[src/rtl/normalize_pkg.sv]
// Shared types and constants for the iterative left-normalizer.
// Optional feature macro: NORMALIZE_FAST_EN (4-bit scan step).
package normalize_pkg;

    typedef enum logic [1:0] {
        IDLE = 2'd0,
        SCAN = 2'd1,
        DONE = 2'd2
    } state_t;

    localparam logic MODE_UNSIGNED = 1'b0;
    localparam logic MODE_SIGNED   = 1'b1;

    localparam int unsigned FAST_STEP      = 4;
    localparam int unsigned UNSIGNED_LIMIT = 32;
    localparam int unsigned SIGNED_LIMIT   = 31;

endpackage

[src/rtl/normalize_step.sv]
// Combinational scan step: stop decision, step size and next working value.
// With NORMALIZE_FAST_EN defined, a 4-bit shift is taken when it cannot
// overshoot the normalization point or the count limit.
module normalize_step
    import normalize_pkg::*;
#(
    parameter int unsigned WIDTH = UNSIGNED_LIMIT,
    parameter int unsigned CW    = $clog2(WIDTH) + 1
) (
    input  logic [WIDTH-1:0] work,
    input  logic [CW-1:0]    count,
    input  logic             mode,
    output logic             stop,
    output logic [2:0]       step,
    output logic [WIDTH-1:0] next_work
);

    localparam logic [CW-1:0] ULIM = CW'(WIDTH);
    localparam logic [CW-1:0] SLIM = CW'(WIDTH - 1);
`ifdef NORMALIZE_FAST_EN
    localparam logic [CW-1:0] ULIM_FAST = CW'(WIDTH - FAST_STEP);
    localparam logic [CW-1:0] SLIM_FAST = CW'(WIDTH - 1 - FAST_STEP);
`endif

    // Stop test followed by the shift taken when not stopping.
    always_comb begin
        stop      = 1'b0;
        step      = 3'd1;
        next_work = {work[WIDTH-2:0], 1'b0};
        if (mode == MODE_SIGNED) begin
            stop = (work[WIDTH-1] != work[WIDTH-2]) || (count == SLIM);
        end else begin
            stop = work[WIDTH-1] || (count == ULIM);
        end
`ifdef NORMALIZE_FAST_EN
        if (!stop) begin
            if (((mode == MODE_UNSIGNED) && (work[WIDTH-1 -: 4] == 4'b0000) && (count <= ULIM_FAST)) ||
                ((mode == MODE_SIGNED) && (work[WIDTH-1 -: 5] == {5{work[WIDTH-1]}}) && (count <= SLIM_FAST))) begin
                step      = 3'(FAST_STEP);
                next_work = {work[WIDTH-5:0], 4'b0000};
            end
        end
`endif
    end

endmodule

[src/rtl/normalize_unit.sv]
// Iterative left-normalizer with start/done handshake; returns the
// normalized word, the shift amount and a zero-operand flag.
// Optional feature macro: NORMALIZE_FAST_EN (4-bit scan step).
module normalize_unit
    import normalize_pkg::*;
#(
    parameter int unsigned WIDTH = UNSIGNED_LIMIT
) (
    input  logic                   clk,
    input  logic                   rst,
    input  logic                   start,
    input  logic                   mode,
    input  logic [WIDTH-1:0]       a,
    output logic                   busy,
    output logic                   done,
    output logic [WIDTH-1:0]       norm_out,
    output logic [$clog2(WIDTH):0] shamt,
    output logic                   zero
);

    localparam int unsigned CW = $clog2(WIDTH) + 1;

    state_t           state;
    logic [WIDTH-1:0] work;
    logic [CW-1:0]    count;
    logic             mode_q;
    logic             a_zero;
    logic             stop;
    logic [2:0]       step;
    logic [WIDTH-1:0] next_work;

    normalize_step #(
        .WIDTH (WIDTH),
        .CW    (CW)
    ) u_step (
        .work      (work),
        .count     (count),
        .mode      (mode_q),
        .stop      (stop),
        .step      (step),
        .next_work (next_work)
    );

    // Control FSM, working register, counter and registered results.
    always_ff @(posedge clk) begin
        if (rst) begin
            state    <= IDLE;
            work     <= '0;
            count    <= '0;
            mode_q   <= MODE_UNSIGNED;
            a_zero   <= 1'b0;
            busy     <= 1'b0;
            done     <= 1'b0;
            norm_out <= '0;
            shamt    <= '0;
            zero     <= 1'b0;
        end else begin
            case (state)
                IDLE: begin
                    if (start) begin
                        state  <= SCAN;
                        busy   <= 1'b1;
                        work   <= a;
                        mode_q <= mode;
                        count  <= '0;
                        a_zero <= (a == '0);
                    end
                end
                SCAN: begin
                    if (stop) begin
                        state    <= DONE;
                        done     <= 1'b1;
                        norm_out <= work;
                        shamt    <= count;
                        zero     <= a_zero;
                    end else begin
                        work  <= next_work;
                        count <= count + CW'(step);
                    end
                end
                DONE: begin
                    state <= IDLE;
                    done  <= 1'b0;
                    busy  <= 1'b0;
                end
                default: begin
                    state <= IDLE;
                    done  <= 1'b0;
                    busy  <= 1'b0;
                end
            endcase
        end
    end

endmodule

[config.mk]
export PLATFORM = sky130hd
export DESIGN_NAME = normalize_unit
export DESIGN_NICKNAME = d
export VERILOG_FILES = /design/src/rtl/normalize_pkg.sv /design/src/rtl/normalize_step.sv /design/src/rtl/normalize_unit.sv
export SDC_FILE = /design/constraint.sdc
export NUM_CORES = 1
export LEC_CHECK = 0
export CAP_MARGIN = 40
export CELL_PAD_IN_SITES_DETAIL_PLACEMENT = 0
export CELL_PAD_IN_SITES_GLOBAL_PLACEMENT = 1
export CORE_ASPECT_RATIO = 0.6
export CORE_MARGIN = 1
export CORE_UTILIZATION = 38
export DETAILED_ROUTE_END_ITERATION = 10
export PLACE_DENSITY_LB_ADDON = 0.1
export REMOVE_ABC_BUFFERS = 1
export SLEW_MARGIN = 10
export SYNTH_ARGS = -nofsm -noshare
export SYNTH_HDL_FRONTEND = slang
export SYNTH_HIERARCHICAL = 1
export SYNTH_SLANG_ARGS = --single-unit
export TNS_END_PERCENT = 30
[constraint.sdc]
create_clock -name clk -period 2.4 [get_ports clk]
set_clock_uncertainty 0.1 [all_clocks]
set_input_delay 0.48 -clock clk [delete_from_list [all_inputs] [get_ports clk]]
set_output_delay 0.48 -clock clk [all_outputs]
set_load 0.005 [all_outputs]
==> metrics.cfg, run 1 <==
[status]
status=completed

[placement]
place_ws_ns=0.222
place.port_buffers=76
post-place-cells=584
place.gp.congestion=0.818
hpwl_um=5840
placement.cell_area_um2=4360

[worst_setup_path]
cp_data_arrival_time_ns=2.28
critical_path.cell_chain=and4b_1 -> nand4_1 -> nand3_1 -> a211o_1 -> buf_4 -> or3_1 -> a21oi_1
slowest_delay_ns=0.38
type_of_the_setup_path_with_the_least_slack=flop to flop
endpoint_kind=flop
r2r-start=count[5]$_SDFFE_PP0P_
crit_required_ns=2.57
setup.reg_to_reg.worst_slack_ns=0.29
worst_setup_path_start_kind=flop
cp_max_fo=9
crit_slowest_cell=dfxtp_1
crit-reg2reg-capture=count[3]$_SDFFE_PP0P_
reg2reg_depth=7

[global_routing]
track_usage=0.185
grt_max_degree=66
grt_overflow=0
first_global_vias=2779
number_of_antenna_violations_at_the_first_check_in_global_routing=0
grt_first_pass_wirelength_um=14100

[detailed_routing]
postRouteWirelength_um=8690
drt_iter0_drc=156
dr_total_vias=2933
post_drt_via_cell_ratio=4.90
first_pass_iters=4
routedWlPerCell_um=14.5
drc_errors=0
drtAntennaViolNets=0

[finish]
insertedDiodeCount=0
drive_gt1_frac=0.0640
finalNetCount=505
final_non_filler_cell_area_um2=4650
finalNonFillerCells=599
layout-area-overhead-vs-synth_pct=26.6
area.sequential_um2=1660
multi_input_comb_area_um2=1640
final_core_util=0.501
nFillCells=896

[logic_synthesis]
yosys_most_used_dff=dfxtp_1
share_of_synthesized_registers_carrying_an_async_set_or_reset=0
postSynthCellCount=429
synth.largest_area_cell=dfxtp_1
ys_seq_elements=83
synthesis.area_per_instance_um2=8.56
synth-seq-area-share=0.452
synth-edff-count=0
synthTopCellsByArea=dfxtp_1 (45%), mux2i_1 (9.0%), nand2_1 (8.7%)
yosysUniqueCellTypes=36
ys.warnings.count=6
synth.cell_area_um2=3670
synthDominantCellAreaShare=0.452

[sta]
setup_violations=0
normalized_max_slew_margin=0.660
max_slew.worst_pin.slew_ns=0.510
max_frequency_mhz=474
period_minus_slack_ns=2.11
setup-tns-final_ns=0
final_max_slew_viol_count=0
whs_ns=0.352
setup_repair_after_global_routing_missed_its_margin=false
timing.final.hold_violations=0
fin_crit_sh=0.879
worst_slack_ns=0.290

[cts]
clk_pin_slew_worst_paths_ns=0.06
cts.repair_timing.setup_buffer_count=0
tritoncts=built
cts-htree-levels=3
insertion_delay_ns=0.34
hold_buffers=0
cts.path.max_buffers=2
cts.sinks=83
tritoncts.num_buffers=9
cts-resized-gates=0
cts-root-buf=clkbuf_16

[power]
post-layout-total-power_mw=3.47
p_per_area_nw_per_um2=746
p_leak_nw=1.67
ir_worst_vdd_v=0.000414

[run]
maxCapViolations=0

[hold_path]
timing.hold.worst.start=norm_out[24]$_SDFFE_PP0P_
min_path_cells=2
min_delay_worst_endpoint=norm_out[24]$_SDFFE_PP0P_
hp-class=flop to flop

[die]
design.die.area_um2=10100
placementRows=27
io_pins=77
initial_utilization=0.395
placeableCoreArea_um2=9290
die_x_um=129
dieHeight_um=78.2

worst max-delay path by stage:
stage                                startpoint                     to  depth (start not counted)
after floorplan           count[5]$_SDFFE_PP0P_   work[0]$_SDFFE_PP0P_                          5
after global placement                    start  count[5]$_SDFFE_PP0P_                          5
after detailed placement                  start  count[3]$_SDFFE_PP0P_                          6
after CTS                 count[5]$_SDFFE_PP0P_  count[3]$_SDFFE_PP0P_                          7
after global routing      count[5]$_SDFFE_PP0P_   work[5]$_SDFFE_PP0P_                          7
final                     count[5]$_SDFFE_PP0P_  count[3]$_SDFFE_PP0P_                          7
placed cells by master, fill, tap and decap left out, types with 2 or more instances in the layout:
cell type | netlist | layout
xor2_1 | 2 | 2
clkbuf_1 | 16 | 2
o21ai_0 | 2 | 2
buf_12 | 0 | 4
clkbuf_16 | 0 | 9
ha_1 | 3 | 3
clkbuf_8 | 0 | 2
dfxtp_1 | 83 | 83
nand4_1 | 2 | 2
o31ai_1 | 2 | 2
nand3_1 | 4 | 4
or3_1 | 2 | 2
nor2_1 | 39 | 39
a211oi_1 | 33 | 32
nand2_1 | 85 | 85
a21oi_1 | 47 | 47
buf_4 | 37 | 7
conb_1 | 2 | 4
clkdlybuf4s50_1 | 0 | 75
nor4_1 | 8 | 8
nor4bb_1 | 2 | 2
a21o_1 | 2 | 2
mux2i_1 | 33 | 33
kinds of logic after synthesis:
kind of cell | synth area share
AOI/OAI and AO/OA | 0.147
xor gates and xnor gates | 0.00477
adders and majority gates | 0.0157
buffers and inverters | 0.108
DFF | 0.452
muxes | 0.0899
other | 0.00204
and+or+nand+nor | 0.181
synth_stat cells (3+ instances only):
master / count
nand3_1: 4
buf_2: 7
buf_4: 37
a21oi_1: 47
nand2_1: 85
nor4_1: 8
a211oi_1: 33
mux2i_1: 33
nor2_1: 39
dfxtp_1: 83
clkbuf_1: 16
buf_1: 3
ha_1: 3
registers in the layout, summed over array words and instances, names as in the netlist:
signal	flops
norm_out	32
work	32
count	6
shamt	6
state	2
a_zero	1
busy	1
done	1
mode_q	1
zero	1
report_power, final:
group / total [mW] / leakage, nW / switching (mW) / internal (mW)
Clock: 1.38 / 0.146 / 0.528 / 0.856
Combinational: 0.525 / 0.848 / 0.270 / 0.255
Sequential: 1.56 / 0.679 / 0.0813 / 1.48
layout make-up:
type	instances	share of cell area
clock buffers	13	0.0559
clock inverters	2	0.00753
multi-input cells	284	0.353
flip-flops and latches	83	0.357
well taps	130	0.0350
repair buffers	87	0.191
layer usage:
| metal | part of all wire | track usage | routed length [um] | vias to the layer above |
|---|---|---|---|---|
| met2 | 0.40 | 0.257 | 3450 | 78 |
| met5 | 0 | 0 | 0 | - |
| li1 | - | - | - | 1505 |
| met4 | 0.014 | 0.0741 | 119 | 0 |
| met1 | 0.53 | 0.259 | 4620 | 1342 |
| met3 | 0.058 | 0.0607 | 501 | 8 |
critical path: cells and delay by family (launching register included):
kind / cells / cell delay [ns]
buffers and inverters: 1 / 0.17
AOI/OAI and AO/OA: 2 / 0.53
DFF: 1 / 0.38
and+or+nand+nor: 4 / 0.87
Power figures use the tool's default switching activity.
==> inputs of run 2 (changes only) <==
CAP_MARGIN = 20   (was 40)
SETUP_SLACK_MARGIN = 0.2   (was unset)
==> run 2 against run 1 <==
  * Die area unchanged
  * First-iteration DRC count up 19%
  * Final area rose by 0.46%
  * Utilization grew 0.23 points
  * Total power rose by 0.69%
  * Final cell count up 0.17%
  * Worst setup slack improved by 0.082 ns
  * Routed wire length up 4.4%
  * Global-route usage stayed put
  * Fmax grew 4.0%
  * Non-clock buffer count increased by 1
  * Sequential power about the same
  * Highest routed layer unchanged
==> metrics.cfg, run 2 (synthesized netlist as in run 1, its figures left out) <==
[sta]
period_minus_slack_ns=2.03  ; -0.0817 ns
setup_repair_after_global_routing_missed_its_margin=false
max_slew.worst_pin.slew_ns=0.510  ; +0.000330 ns
whs_ns=0.352  ; +0.0000480 ns
max_frequency_mhz=493  ; +4.0%
normalized_max_slew_margin=0.660  ; about the same
final_max_slew_viol_count=0  ; unchanged
setup-tns-final_ns=0  ; unchanged
timing.final.hold_violations=0  ; unchanged
setup_violations=0  ; unchanged
fin_crit_sh=0.845  ; -0.0341
worst_slack_ns=0.371  ; +0.0817 ns

[power]
p_per_area_nw_per_um2=748  ; +0.23%
p_leak_nw=1.69  ; +0.87%
post-layout-total-power_mw=3.49  ; +0.69%
ir_worst_vdd_v=0.000414  ; about the same

[die]
dieHeight_um=78.2  ; unchanged
placeableCoreArea_um2=9290  ; unchanged
design.die.area_um2=10100  ; unchanged
die_x_um=129  ; unchanged
initial_utilization=0.395  ; unchanged
placementRows=27  ; unchanged
io_pins=77  ; unchanged

[worst_setup_path]
crit_slowest_cell=dfxtp_1
endpoint_kind=flop
r2r-start=mode_q$_SDFFE_PP0P_
slowest_delay_ns=0.41  ; +0.03 ns
cp_data_arrival_time_ns=2.20  ; -0.08 ns
startpoint=mode_q$_SDFFE_PP0P_
cp_max_fo=9  ; unchanged
worst_setup_path_start_kind=flop
crit_required_ns=2.57  ; about the same
critical_path.cell_chain=nand2_1 -> xor2_1 -> nand3_2 -> a211o_1 -> buf_4 -> or3_1 -> a21oi_1
type_of_the_setup_path_with_the_least_slack=flop to flop

[cts]
cts-htree-levels=3  ; unchanged
tritoncts.num_buffers=9  ; unchanged
cts-resized-gates=0  ; unchanged
cts.repair_timing.setup_buffer_count=0  ; unchanged
insertion_delay_ns=0.34  ; about the same
hold_buffers=0  ; unchanged
cts.sinks=83  ; unchanged
clk_pin_slew_worst_paths_ns=0.06  ; about the same
cts.path.max_buffers=2  ; unchanged
cts-root-buf=clkbuf_16
tritoncts=built

[detailed_routing]
routedWlPerCell_um=15.1  ; +4.2%
drtAntennaViolNets=0  ; unchanged
dr_total_vias=2983  ; +1.7%
first_pass_iters=6  ; +2
drt_iter0_drc=185  ; +19%
drc_errors=0  ; unchanged
postRouteWirelength_um=9060  ; +4.4%
post_drt_via_cell_ratio=4.97  ; +1.5%

[finish]
area.sequential_um2=1660  ; unchanged
layout-area-overhead-vs-synth_pct=27.2
insertedDiodeCount=0  ; unchanged
multi_input_comb_area_um2=1650  ; +0.30%
reg.largest.list=norm_out (32), work (32)
final_cell_mix=nand2_1 (85), dfxtp_1 (83), clkdlybuf4s50_1 (75)
drive_gt1_frac=0.0681  ; +0.00412
nFillCells=894  ; -0.22%
finalNetCount=506  ; +0.20%
final_common_cell=nand2_1
final_core_util=0.503  ; +0.00229

[placement]
hpwl_um=5840  ; unchanged
place_ws_ns=0.222  ; unchanged
place.port_buffers=76  ; unchanged
place.gp.congestion=0.818  ; unchanged

[status]
status=completed

[global_routing]
met3_usage=0.0607  ; unchanged
track_usage=0.185  ; unchanged
grt.met2_usage=0.257  ; unchanged
first_global_vias=2779  ; unchanged
grt_first_pass_wirelength_um=14100  ; unchanged
global_route_met1_utilization=0.259  ; unchanged
grt_overflow=0  ; unchanged
grt_max_degree=66  ; unchanged
number_of_antenna_violations_at_the_first_check_in_global_routing=0  ; unchanged
top_usage_layer=met1

[hold_path]
hp-class=flop to flop
timing.hold.worst.start=norm_out[24]$_SDFFE_PP0P_

[run]
maxCapViolations=0  ; unchanged

## run 2: changes by cell type in the layout (fill, tap and decap cells not counted)
cell       previous run  this run
buf_12                4         3
buf_6                 0         1
clkbuf_16             9        10
nand3_1               4         3
nand3_2               0         1
## run 2: metal layers
layer	share of wire	vias to the layer above
met5	0	-
met4	0.0083	0
met3	0.048	5
met2	0.41	65
met1	0.53	1408
li1	-	1505
## run 2: through the flow
step                      instance area [um2]  std cells
after floorplan                          3290        367
after global routing                     4670        600
final                                    4670        600
after detailed placement                 4360        584
after CTS                                4650        599
after global placement                   4360        584
## run 2: layout make-up
class,count,share of cell area
Multi-Input combinational cell,284,0.353
Clock inverter,2,0.00750
Timing Repair Buffer,88,0.194
Clock buffer,13,0.0557
Sequential cell,83,0.356
Tap cell,130,0.0348
## run 2: path summary, 6_finish.rpt
check | endpoint | slack, ns | cells past startpoint
max | count[3]$_SDFFE_PP0P_ | 0.37 | 7
min | norm_out[24]$_SDFFE_PP0P_ | 0.35 | 2
max reg2reg | count[3]$_SDFFE_PP0P_ | 0.37 | 7
min reg2reg | norm_out[24]$_SDFFE_PP0P_ | 0.35 | 2
## run 2: worst max-delay path: cells and delay by family, from the launching register on
kind / cells / cell delay, ns
buffers and inverters: 1 / 0.17
xor gates and xnor gates: 1 / 0.17
and+or+nand+nor: 3 / 0.61
AOI/OAI and AO/OA: 2 / 0.49
DFF: 1 / 0.41
## run 2: report_power, final
group | internal, mW | switching, mW | total (mW)
clock network | 0.856 | 0.533 | 1.39
logic | 0.261 | 0.282 | 0.543
registers | 1.48 | 0.0818 | 1.56
